File: config.mk
export PLATFORM = sky130hd
export DESIGN_NAME = uart_demux
export DESIGN_NICKNAME = d
export VERILOG_FILES = /design/src/rtl/uart_pkg.sv /design/src/rtl/uart_word_asm.sv /design/src/rtl/uart_demux.sv
export SDC_FILE = /design/constraint.sdc
export NUM_CORES = 1
export LEC_CHECK = 0
export BUFFER_PORTS_ARGS = -buffer_cell sky130_fd_sc_hd__buf_4
export CAP_MARGIN = 10
export CORE_ASPECT_RATIO = 0.6
export CORE_MARGIN = 5
export CORE_UTILIZATION = 45
export CTS_CLUSTER_DIAMETER = 120
export CTS_CLUSTER_SIZE = 8
export DETAILED_ROUTE_END_ITERATION = 8
export PLACE_DENSITY = 0.71
export SYNTH_ARGS = -nofsm -noshare
export SYNTH_HDL_FRONTEND = slang
export SYNTH_HIERARCHICAL = 1
export SYNTH_SLANG_ARGS = --single-unit
export TNS_END_PERCENT = 5
File: constraint.sdc
create_clock -name clk -period 5.9 [get_ports clk]
set_input_delay 0.295 -clock clk [delete_from_list [all_inputs] [get_ports clk]]
set_output_delay 0.295 -clock clk [all_outputs]
set_load 0.03 [all_outputs]
File: src/rtl/uart_pkg.sv
// Shared word format of the game-state UART link (selectors, MATCH_CTRL fields, byte order).
// Imported by both the transmit-side mux and the receive-side demux.
package uart_pkg;

  localparam logic [3:0] SEL_PL1_POSX   = 4'd1;
  localparam logic [3:0] SEL_PL1_POSY   = 4'd2;
  localparam logic [3:0] SEL_PL2_POSX   = 4'd3;
  localparam logic [3:0] SEL_PL2_POSY   = 4'd4;
  localparam logic [3:0] SEL_BALL_POSX  = 4'd5;
  localparam logic [3:0] SEL_BALL_POSY  = 4'd6;
  localparam logic [3:0] SEL_MATCH_CTRL = 4'd7;

  localparam int MC_RSVD_LSB   = 10;
  localparam int MC_END_GAME   = 9;
  localparam int MC_FLAG_POINT = 8;
  localparam int MC_P2_LSB     = 4;
  localparam int MC_P1_LSB     = 0;

  // Words travel as {sel, payload[11:8]} first, then payload[7:0].
  localparam bit HI_BYTE_FIRST = 1'b1;

  typedef enum logic {IDLE, WAIT_LO} asm_state_t;

  function automatic logic sel_valid(input logic [3:0] sel);
    return (sel >= SEL_PL1_POSX) && (sel <= SEL_MATCH_CTRL);
  endfunction

endpackage

File: src/rtl/uart_word_asm.sv
// Pairs received bytes into 16-bit words, rejecting bad high bytes and stalled frames.
// Outputs are combinational on the low-byte/error cycle; no backpressure (rx strobes are never stalled).
module uart_word_asm
  import uart_pkg::*;
#(
  parameter int TIMEOUT_CYCLES = 200000
) (
  input  logic        clk,
  input  logic        rst_n,
  input  logic [7:0]  rx_data,
  input  logic        rx_done,
  output logic [15:0] word,
  output logic        word_strobe,
  output logic        asm_err
);

  localparam int CW = (TIMEOUT_CYCLES > 2) ? $clog2(TIMEOUT_CYCLES) : 1;
  localparam logic [CW-1:0] T_LAST = CW'(TIMEOUT_CYCLES - 1);

  asm_state_t      state;
  logic [7:0]      hi;
  logic [CW-1:0]   tcnt;

  always_ff @(posedge clk) begin
    if (!rst_n) begin
      state <= IDLE;
      hi    <= '0;
      tcnt  <= '0;
    end else begin
      case (state)
        IDLE: begin
          if (rx_done && sel_valid(rx_data[7:4])) begin
            hi    <= rx_data;
            tcnt  <= '0;
            state <= WAIT_LO;
          end
        end
        WAIT_LO: begin
          // A byte on the expiry cycle still completes the word.
          if (rx_done || tcnt == T_LAST) begin
            state <= IDLE;
          end else begin
            tcnt <= tcnt + 1'b1;
          end
        end
        default: state <= IDLE;
      endcase
    end
  end

  always_comb begin
    word        = HI_BYTE_FIRST ? {hi, rx_data} : {rx_data, hi};
    word_strobe = (state == WAIT_LO) && rx_done;
    asm_err     = ((state == IDLE) && rx_done && !sel_valid(rx_data[7:4])) ||
                  ((state == WAIT_LO) && !rx_done && (tcnt == T_LAST));
  end

endmodule

File: src/rtl/uart_demux.sv
// Decodes reassembled UART words into the registered game-state bank and error counter.
// Latency: 1 cycle after the low byte's rx_done; no backpressure.
module uart_demux
  import uart_pkg::*;
#(
  parameter int TIMEOUT_CYCLES = 200000
) (
  input  logic        clk,
  input  logic        rst_n,
  input  logic [7:0]  rx_data,
  input  logic        rx_done,
  output logic [11:0] pl1_posx,
  output logic [11:0] pl1_posy,
  output logic [11:0] pl2_posx,
  output logic [11:0] pl2_posy,
  output logic [11:0] ball_posx,
  output logic [11:0] ball_posy,
  output logic [3:0]  pl1_score,
  output logic [3:0]  pl2_score,
  output logic        flag_point,
  output logic        end_game,
  output logic        word_valid,
  output logic        frame_err,
  output logic [7:0]  err_cnt
);

  logic [15:0] word;
  logic        word_strobe;
  logic        asm_err;
  logic [3:0]  sel;
  logic [11:0] payload;
  logic        rsvd_bad;
  logic        err_now;

  uart_word_asm #(.TIMEOUT_CYCLES(TIMEOUT_CYCLES)) u_asm (
    .clk         (clk),
    .rst_n       (rst_n),
    .rx_data     (rx_data),
    .rx_done     (rx_done),
    .word        (word),
    .word_strobe (word_strobe),
    .asm_err     (asm_err)
  );

  always_comb begin
    sel      = word[15:12];
    payload  = word[11:0];
    rsvd_bad = (sel == SEL_MATCH_CTRL) && (payload[11:MC_RSVD_LSB] != 2'b00);
    err_now  = asm_err || (word_strobe && rsvd_bad);
  end

  always_ff @(posedge clk) begin
    if (!rst_n) begin
      pl1_posx   <= '0;
      pl1_posy   <= '0;
      pl2_posx   <= '0;
      pl2_posy   <= '0;
      ball_posx  <= '0;
      ball_posy  <= '0;
      pl1_score  <= '0;
      pl2_score  <= '0;
      flag_point <= 1'b0;
      end_game   <= 1'b0;
      word_valid <= 1'b0;
      frame_err  <= 1'b0;
      err_cnt    <= '0;
    end else begin
      word_valid <= word_strobe && !rsvd_bad;
      frame_err  <= err_now;
      if (err_now && err_cnt != 8'hFF) err_cnt <= err_cnt + 8'd1;
      if (word_strobe && !rsvd_bad) begin
        case (sel)
          SEL_PL1_POSX:  pl1_posx  <= payload;
          SEL_PL1_POSY:  pl1_posy  <= payload;
          SEL_PL2_POSX:  pl2_posx  <= payload;
          SEL_PL2_POSY:  pl2_posy  <= payload;
          SEL_BALL_POSX: ball_posx <= payload;
          SEL_BALL_POSY: ball_posy <= payload;
          SEL_MATCH_CTRL: begin
            end_game   <= payload[MC_END_GAME];
            flag_point <= payload[MC_FLAG_POINT];
            pl2_score  <= payload[MC_P2_LSB +: 4];
            pl1_score  <= payload[MC_P1_LSB +: 4];
          end
          default: ;
        endcase
      end
    end
  end

endmodule

---- After elaboration in Yosys (flattened, before gate mapping) ----
Index checks and enable logic that the tools add are counted.
storage, ports and cells
  register bits ........................... 119
  bits in latches ......................... 0
  bits in writable memories ............... 0
  ROM bits ................................ 0
  input bits .............................. 11
  output and inout port bits .............. 92
  memories kept ........................... 0
operators by class
  $add $sub $neg .......................... 2
  multiply operators ...................... 0
  div/mod/pow operators ................... 0
  $lt $le $gt $ge ......................... 2
  equal/unequal tests ..................... 11
  shift-type cells ........................ 0
  muxes and demuxes ....................... 6
  bitwise gates (word level) .............. 1
  reduce and logical (&&, ||, !) cells .... 27
operators by type and width
  operator               number
  $mux 18                2
  $pmux 18 s2            1
  $add 18x1->18 const B  1
  $eq 18x18->1 const B   1
  $reduce_and 2->1       9
  $eq 4x3->1 const B     4
  $logic_and 1x1->1      11
  $add 8x1->8 const B    1
  $eq 4x2->1 const B     2
  $ne 8x8->1 const B     1
  $eq 4x1->1 const B     1
  $ge 4x1->1 const B     1
  $le 4x3->1 const B     1
  $logic_not 1->1        3
  $logic_or 1x1->1       3
  $mux 1                 2
  $ne 2x1->1 const B     1
  $ne 2x2->1 const B     1
  $pmux 1 s2             1
  $reduce_bool 2->1      1
  $not 1->1              1

---- Depth between registers and ports, before layout ----
Gate-level depths: netlist of run 1.
  depth in word-level cells ............... 7
  mapped depth ............................ 10
  mapped depth without buffers ............ 8

---- By module ----
Netlist of run 1, hierarchy kept.
by module, submodules not included
  module         times used  cells each  area each (um2)  seq. area each (um2)
  uart_demux     1           359         3654.8           1841.8
  uart_word_asm  1           177         1483.9           540.5

---- Worst setup path after synthesis of run 1 ----
OpenSTA, ideal clock, no wires.
  kind .................................... reg-to-reg
  from .................................... reg u_asm.tcnt[0]
  to ...................................... reg err_cnt[4]
  library setup time ...................... 0.070 ns
  arrival time ............................ 2.153 ns
  slack ................................... 3.677 ns
  stages on the path, launching flop included .. 10
  buffers on the path ..................... 1
  clock period less this slack ............ 2.223 ns
  cell sequence ........................... dfxtp_1 -> ha_1 -> nand3_1 -> or2_0 -> buf_6 -> or3_1 -> o21ai_0 -> a41oi_4 -> or4_1 -> a21boi_1
between the ends
  longest elaborated chain between the ends .. 5
RTL lines
  element                 RTL line             RTL
  start, declared         uart_word_asm.sv:22  logic [CW-1:0] tcnt;
  start signal, assigned  uart_word_asm.sv:43  tcnt <= tcnt + 1'b1;
  $eq 18x18->1            uart_word_asm.sv:55  ((state == WAIT_LO) && !rx_done && (tcnt == T_LAST));
  $logic_and 1x1->1       uart_word_asm.sv:55
  $logic_or 1x1->1        uart_word_asm.sv:54  asm_err = ((state == IDLE) && rx_done && !sel_valid(rx_data[7:4])) ||
  named net asm_err       uart_demux.sv:29     logic asm_err;
  $logic_or 1x1->1        uart_demux.sv:49     err_now = asm_err || (word_strobe && rsvd_bad);
  $logic_and 1x1->1       uart_demux.sv:70     if (err_now && err_cnt != 8'hFF) err_cnt <= err_cnt + 8'd1;
  end signal, assigned    uart_demux.sv:70
  end, declared           uart_demux.sv:24     output logic [7:0] err_cnt
The timed path passes the listed nets, and every way through them passes these cells.
A chain may end at the register's enable or synchronous reset.

---- Final worst setup path of run 1 ----
  from .................................... reg u_asm.tcnt[0]
  to ...................................... reg err_cnt[3]
The elaborated chain is that of the path after synthesis.

==> flow_summary.yaml, run 1 <==
status:
  status: "complete, no violations"
cts:
  post_cts_resized: 0
  cts.clk_slew.worst_paths_ns: 0.05
  cts.sinks: 119
  cts_tree: "built"
  cts_buffer_depth: 2
  worstSkewPairLatency_ns: 0.41
  ctsHoldBuffers: 0
  h-tree-depth: 4
  cts_root_buffer: "clkbuf_16"
  cts_setup_buffers: 0
  cts_made_buffers: 17
timing:
  drv_slew: 0
  finalHoldViolCount: 0
  rsz0062_at_grt: "false"
  max_slew_margin_pct: 19.06
  fmax_mhz: 380.9
  skew_ns: 0.006532
  finalCritPeriodShare_pct: 44.50
  finalSetupTns_ns: 0
  min_period_ns: 2.626
  final-setup-viol-count: 0
  tightest_slew_ns: 1.209
  hold_slack_ns: 0.2335
  postLayoutSetupSlackWorst_ns: 3.274
synthesis:
  async_flop_share_pct: 0
  syn_inst: 536
  synth_area_leaders: "dfxtp_1 46%, mux2i_1 13%, nor2b_1 8.5%, nand2_1 5.4%, a21boi_0 3.7%"
  synth-seq-cells: 119
  synth_area_sq_um: 5139
  synth_cell_types: 51
  syn_avg_cell_area_sq_um: 9.587
  synth.top_cell.area_share_pct: 46.36
  ys.flop_type: "dfxtp_1"
  synth_edf_count: 0
  ys_warn_count: 6
  seq_area_frac_synth_pct: 46.36
  post-synth-top-area-cell: "dfxtp_1"
  syn-num-nets: 549
floorplanning:
  die-area_sq_um: 13730
  initial_core_util_pct: 45.79
  num_rows: 30
  core_sq_um: 11220
  die_w_um: 148.0
  io_pins: 103
  fp.dieH_um: 92.78
critical_path:
  path_class: "reg2reg"
  r2r_slack_ns: 3.27
  r2r_end: "err_cnt[3]$_SDFFE_PN0P_"
  path_max_fanout: 15
  arrival_ns: 2.96
  rr_startpoint: "u_asm/tcnt[0]$_SDFFE_PN0P_"
  worstRegToRegCells: 8
  end_kind: "register"
  required_ns: 6.23
  startpoint_type: "register"
global_routing:
  grt_pass1_wl_mm: 21.27
  grt_pass1_vias: 4038
  antenna_found_initial: 0
  grt_max_degree: 130
  overflow: 0
  grt_use_total_pct: 19.70
hold_path:
  min_delay_worst_endpoint: "pl2_posy[1]$_SDFFE_PN0P_"
  hold_start: "rx_data[1]"
  hp-class: "in2reg"
  hold_path_depth: 3
route:
  vias_per_cell: 5.381
  vias: 4170
  postRouteAntennaNets: 0
  drt_iter0_markers: 415
  wl_per_cell_um: 17.23
  drt_pass1_iterations: 5
  drcViolationCount: 0
  wl_mm: 13.35
placement:
  io_buffers: 102
  place_inst: 743
  preCtsSetupSlack_ns: 3.312
  place_congestion: 0.8584
  hpwl_mm: 8.986
layout:
  n_fill_cell: 950
  diodes: 0
  nNetsFinal: 632
  fin_util_pct: 57.78
  syn_to_final_growth_pct: 26.20
  final-instance-count-excl-fill: 775
  layout_commonest_cell: "dfxtp_1"
  drive_gt1_share_pct: 23.14
  final_cell_mix: "119 x dfxtp_1, 103 x buf_4, 74 x nand2_1, 70 x nor2b_1, 67 x mux2i_1"
  multiInputGateArea_sq_um: 2517
  seq_area_sq_um: 2382
job:
  max-cap-violations: 0
pwr:
  max-vdd-ir-drop_uv: 226.1
  p_per_area_nw_per_um2: 300.2
  p_leak_nw: 2.652
sequential cells by signal, indices dropped and copies added, names as in the netlist:
name	flops
u_asm/tcnt	18
ball_posx	12
ball_posy	12
pl1_posx	12
pl1_posy	12
pl2_posx	12
pl2_posy	12
err_cnt	8
u_asm/hi	8
pl1_score	4
pl2_score	4
end_game	1
flag_point	1
frame_err	1
u_asm/state	1
word_valid	1
how the worst max path moves through the flow:
stage	startpoint	endpoint	slack [ns]	depth (start not counted)
after floorplan	u_asm/tcnt[0]$_SDFFE_PN0P_	err_cnt[4]$_SDFFE_PN0P_	3.68	9
after global placement	u_asm/tcnt[0]$_SDFFE_PN0P_	err_cnt[3]$_SDFFE_PN0P_	3.42	8
after detailed placement	u_asm/tcnt[0]$_SDFFE_PN0P_	err_cnt[4]$_SDFFE_PN0P_	3.31	8
after CTS	u_asm/tcnt[0]$_SDFFE_PN0P_	err_cnt[4]$_SDFFE_PN0P_	3.30	8
after global routing	u_asm/tcnt[0]$_SDFFE_PN0P_	err_cnt[4]$_SDFFE_PN0P_	3.10	8
final	u_asm/tcnt[0]$_SDFFE_PN0P_	err_cnt[3]$_SDFFE_PN0P_	3.27	8
Yosys cell counts (5+ instances only):
cell and number:
dfxtp_1 119, nand2_1 74, nor2b_1 70, mux2i_1 67
a21boi_0 25, clkbuf_1 16, nand3_1 15, nor2_1 12
buf_2 11, buf_4 11, nor3_1 8, o21ai_0 8
a21oi_1 7, nand4_1 7, a21boi_1 6, or3_1 6
and3_1 5, inv_1 5
layout make-up:
class,instances,share of cell area (%)
timing repair buffer,104,12.00
clock buffer,23,7.525
inverter,5,0.2894
sequential,119,36.74
clock inverter,8,1.852
tap,144,2.778
multi-input combinational,372,38.82
kinds of logic (layout without fill, tap and decap cells):
family / Yosys count / in the layout / share of synthesized area (%)
AO/OA/AOI/OAI: 77 / 77 / 11.64
XOR/XNOR: 1 / 1 / 0.1705
adder cells (fa/ha/maj): 2 / 2 / 0.4869
buffers and inverters: 45 / 140 / 4.651
flip-flops: 119 / 119 / 46.36
multiplexers: 67 / 67 / 13.05
AND/OR/NAND/NOR: 225 / 225 / 23.64
metrics by stage:
step / total power [W] / instance area (sq um)
6_report: 0.001947 / 6485
3_5_place_dp: 0.0009112 / 5872
2_1_floorplan: 0.0008883 / 5139
3_3_place_gp: 0.0009089 / 5872
5_1_grt: 0.002005 / 6485
4_1_cts: 0.001965 / 6480
routing by layer:
metal | wire (um) | track usage (%)
met5 | 0 | 0
met4 | 142 | 5.457
met3 | 1016 | 6.015
met2 | 5658 | 28.48
met1 | 6534 | 28.37
worst max-delay path: stages, from the launching register on:
cell,delay (ns)
dfxtp_1,0.38
ha_1,0.21
nand3_1,0.12
or2_0,0.41
or3_1,0.41
o21ai_0,0.16
a41oi_4,0.14
or4_1,0.57
a21boi_1,0.15
report_power, final:
| part | internal (W) | switching [W] |
|---|---|---|
| clock | 0.000704 | 0.000348 |
| sequential | 0.000809 | 0.0000112 |
| combinational | 0.0000296 | 0.0000446 |
No activity file was read; power rests on OpenSTA's default activity.
==> run 2, diff against run 1 <==
--- a/config.mk
+++ b/config.mk
@@ -13,7 +13,7 @@
 export CTS_CLUSTER_DIAMETER = 120
 export CTS_CLUSTER_SIZE = 8
 export DETAILED_ROUTE_END_ITERATION = 8
-export PLACE_DENSITY = 0.71
+export PLACE_DENSITY = 0.74
 export SYNTH_ARGS = -nofsm -noshare
 export SYNTH_HDL_FRONTEND = slang
 export SYNTH_HIERARCHICAL = 1
==> constraint.sdc (replaced) <==
create_clock -name clk -period 2.1 [get_ports clk]
set_input_delay 0.105 -clock clk [delete_from_list [all_inputs] [get_ports clk]]
set_output_delay 0.105 -clock clk [all_outputs]
set_load 0.03 [all_outputs]
==> run 2 against run 1 <==
  * The run now ends with setup timing left
  * Routed wire length increased by 6.9%
  * Setup slack got worse by 3.4 ns
  * Hold slack got worse by 0.21 ns
  * Sequential power increased to 2.8 times the previous value
  * Critical path depth unchanged
  * Non-clock buffer count increased by 33
  * Largest power group unchanged
  * Combinational power increased to 3.2 times the previous value
  * First-iteration DRC count decreased by 35%
  * Critical endpoint is now err_cnt[6]$_SDFFE_PN0P_
  * Die area unchanged
  * Power increased to 2.7 times the previous value
==> flow_summary.yaml, run 2 (synthesis results as in run 1) <==
pwr:
  max-vdd-ir-drop_uv: 651.7
  p_leak_nw: 2.806
  p_per_area_nw_per_um2: 775.9
  power.total_w: 0.005252
route:
  drcViolationCount: 0
  drt_pass1_iterations: 5
  wl_mm: 14.28
  postRouteAntennaNets: 0
  wl_per_cell_um: 17.65
  vias_per_cell: 5.342
  vias: 4322
  drt_iter0_markers: 269
critical_path:
  r2r_slack_ns: -0.13
  path_max_fanout: 8
  path_cells: "nor4bb_2, nand4_1, or3_4, o21ai_2, a41oi_4, buf_4, or2_2, a21oi_1"
  crit_path_end: "err_cnt[6]$_SDFFE_PN0P_"
  startpoint_type: "register"
  path_class: "reg2reg"
  end_kind: "register"
  max_stage_delay_ns: 0.42
  r2r_end: "err_cnt[6]$_SDFFE_PN0P_"
  critPathSlowestCell: "or3_4"
  setup.worst_path.start: "u_asm/tcnt[12]$_SDFFE_PN0P_"
  arrival_ns: 2.57
  rr_startpoint: "u_asm/tcnt[12]$_SDFFE_PN0P_"
  worstRegToRegCells: 8
  required_ns: 2.44
layout:
  largest_register_ffs: 18
  nNetsFinal: 665
  final-instance-count-excl-fill: 809
  drive_gt1_share_pct: 29.92
  n_fill_cell: 948
  layout_commonest_cell: "buf_4"
  final_cell_mix: "137 x buf_4, 114 x dfxtp_1, 74 x nand2_1, 70 x nor2b_1, 67 x mux2i_1"
  syn_to_final_growth_pct: 31.73
  largest_register: "u_asm/tcnt"
  diodes: 0
global_routing:
  grt_pass1_wl_mm: 22.46
  overflow: 0
  grt_max_degree: 62
  antenna_found_initial: 0
  grt_pass1_vias: 4237
  grt_use_total_pct: 20.90
timing:
  finalCritPeriodShare_pct: 106.2
  final-setup-viol-count: 6
  finalSetupTns_ns: -0.4592
  drv_slew: 0
  max_slew_margin_pct: 54.75
  rsz0062_at_grt: "true"
  finalHoldViolCount: 0
  min_period_ns: 2.230
  skew_ns: 0.007288
  tightest_slew_ns: 0.6763
  hold_slack_ns: 0.02835
  fmax_mhz: 448.4
  postLayoutSetupSlackWorst_ns: -0.1302
cts:
  h-tree-depth: 4
  cts.clk_slew.worst_paths_ns: 0.06
  ctsHoldBuffers: 0
  worstSkewPairLatency_ns: 0.41
  cts_root_buffer: "clkbuf_16"
  cts_tree: "built"
  cts_made_buffers: 17
  cts.sinks: 119
  cts_setup_buffers: 0
  cts_buffer_depth: 2
status:
  violations: "setup timing"
  status: "complete, but fails checks"
placement:
  preCtsSetupSlack_ns: -0.2589
  place_congestion: 0.8244
  io_buffers: 102
  place_inst: 777
  hpwl_mm: 9.874
floorplanning:
  core_sq_um: 11220
  num_rows: 30
  io_pins: 103
  die-area_sq_um: 13730
  fp.dieH_um: 92.78
  initial_core_util_pct: 45.79
  die_w_um: 148.0
hold_path:
  hold_start: "rx_data[1]"
  hp-class: "in2reg"
job:
  max-cap-violations: 0
[run 2: worst max-delay path, delay by kind of cell, from the launching register on]
family | cells | cell delay (ns)
AND/OR/NAND/NOR | 4 | 1.29
flip-flops | 1 | 0.33
AO/OA/AOI/OAI | 3 | 0.31
buffers and inverters | 1 | 0.22
[run 2: worst min-delay path by stage]
stage	end	slack, ns	cells past startpoint
6_report	pl2_posx[1]$_SDFFE_PN0P_	0.03	3
2_1_floorplan	u_asm/hi[0]$_SDFFE_PN0P_	0.27	2
3_5_place_dp	pl2_posy[1]$_SDFFE_PN0P_	0.46	3
3_3_place_gp	pl2_posy[1]$_SDFFE_PN0P_	0.45	3
4_1_cts	pl2_posx[1]$_SDFFE_PN0P_	0.02	3
5_1_grt	pl2_posx[1]$_SDFFE_PN0P_	0.04	3
[run 2: metrics by stage]
step	utilization, %	area [sq um]
6_report	60.31	6769
2_1_floorplan	-	5157
3_5_place_dp	54.76	6146
3_3_place_gp	54.76	6146
4_1_cts	59.92	6725
5_1_grt	60.31	6769
[run 2: power breakdown]
part | internal [W] | switching, W
logic | 0.0000978 | 0.000144
clock network | 0.00163 | 0.00109
registers | 0.00227 | 0.0000220
[run 2: area by class of cell]
| class | count | area (sq um) | area share, % |
|---|---|---|---|
| clock buffers | 17 | 425.4 | 6.285 |
| clock inverters | 15 | 130.1 | 1.922 |
| inverters | 5 | 18.77 | 0.2773 |
| multi-input cells | 372 | 2597 | 38.37 |
| flip-flops and latches | 119 | 2389 | 35.29 |
| well taps | 144 | 180.2 | 2.662 |
| repair buffers | 137 | 1028 | 15.19 |
[run 2: repair_timing]
action / CTS / global route
pin swaps: 2 / 7
setup endpoints to repair: 8 / 10
resized for setup: 6 / 10
[run 2: layer usage]
| metal | share of wire, % | vias up | routed length [um] | global-route usage, % |
|---|---|---|---|---|
| li1 | - | 2090 | - | - |
| met1 | 47 | 2056 | 6766 | 28.98 |
| met2 | 44 | 163 | 6341 | 32.48 |
| met3 | 7.3 | 13 | 1039 | 4.694 |
| met4 | 0.92 | 0 | 131 | 6.687 |
| met5 | 0 | - | 0 | 0 |
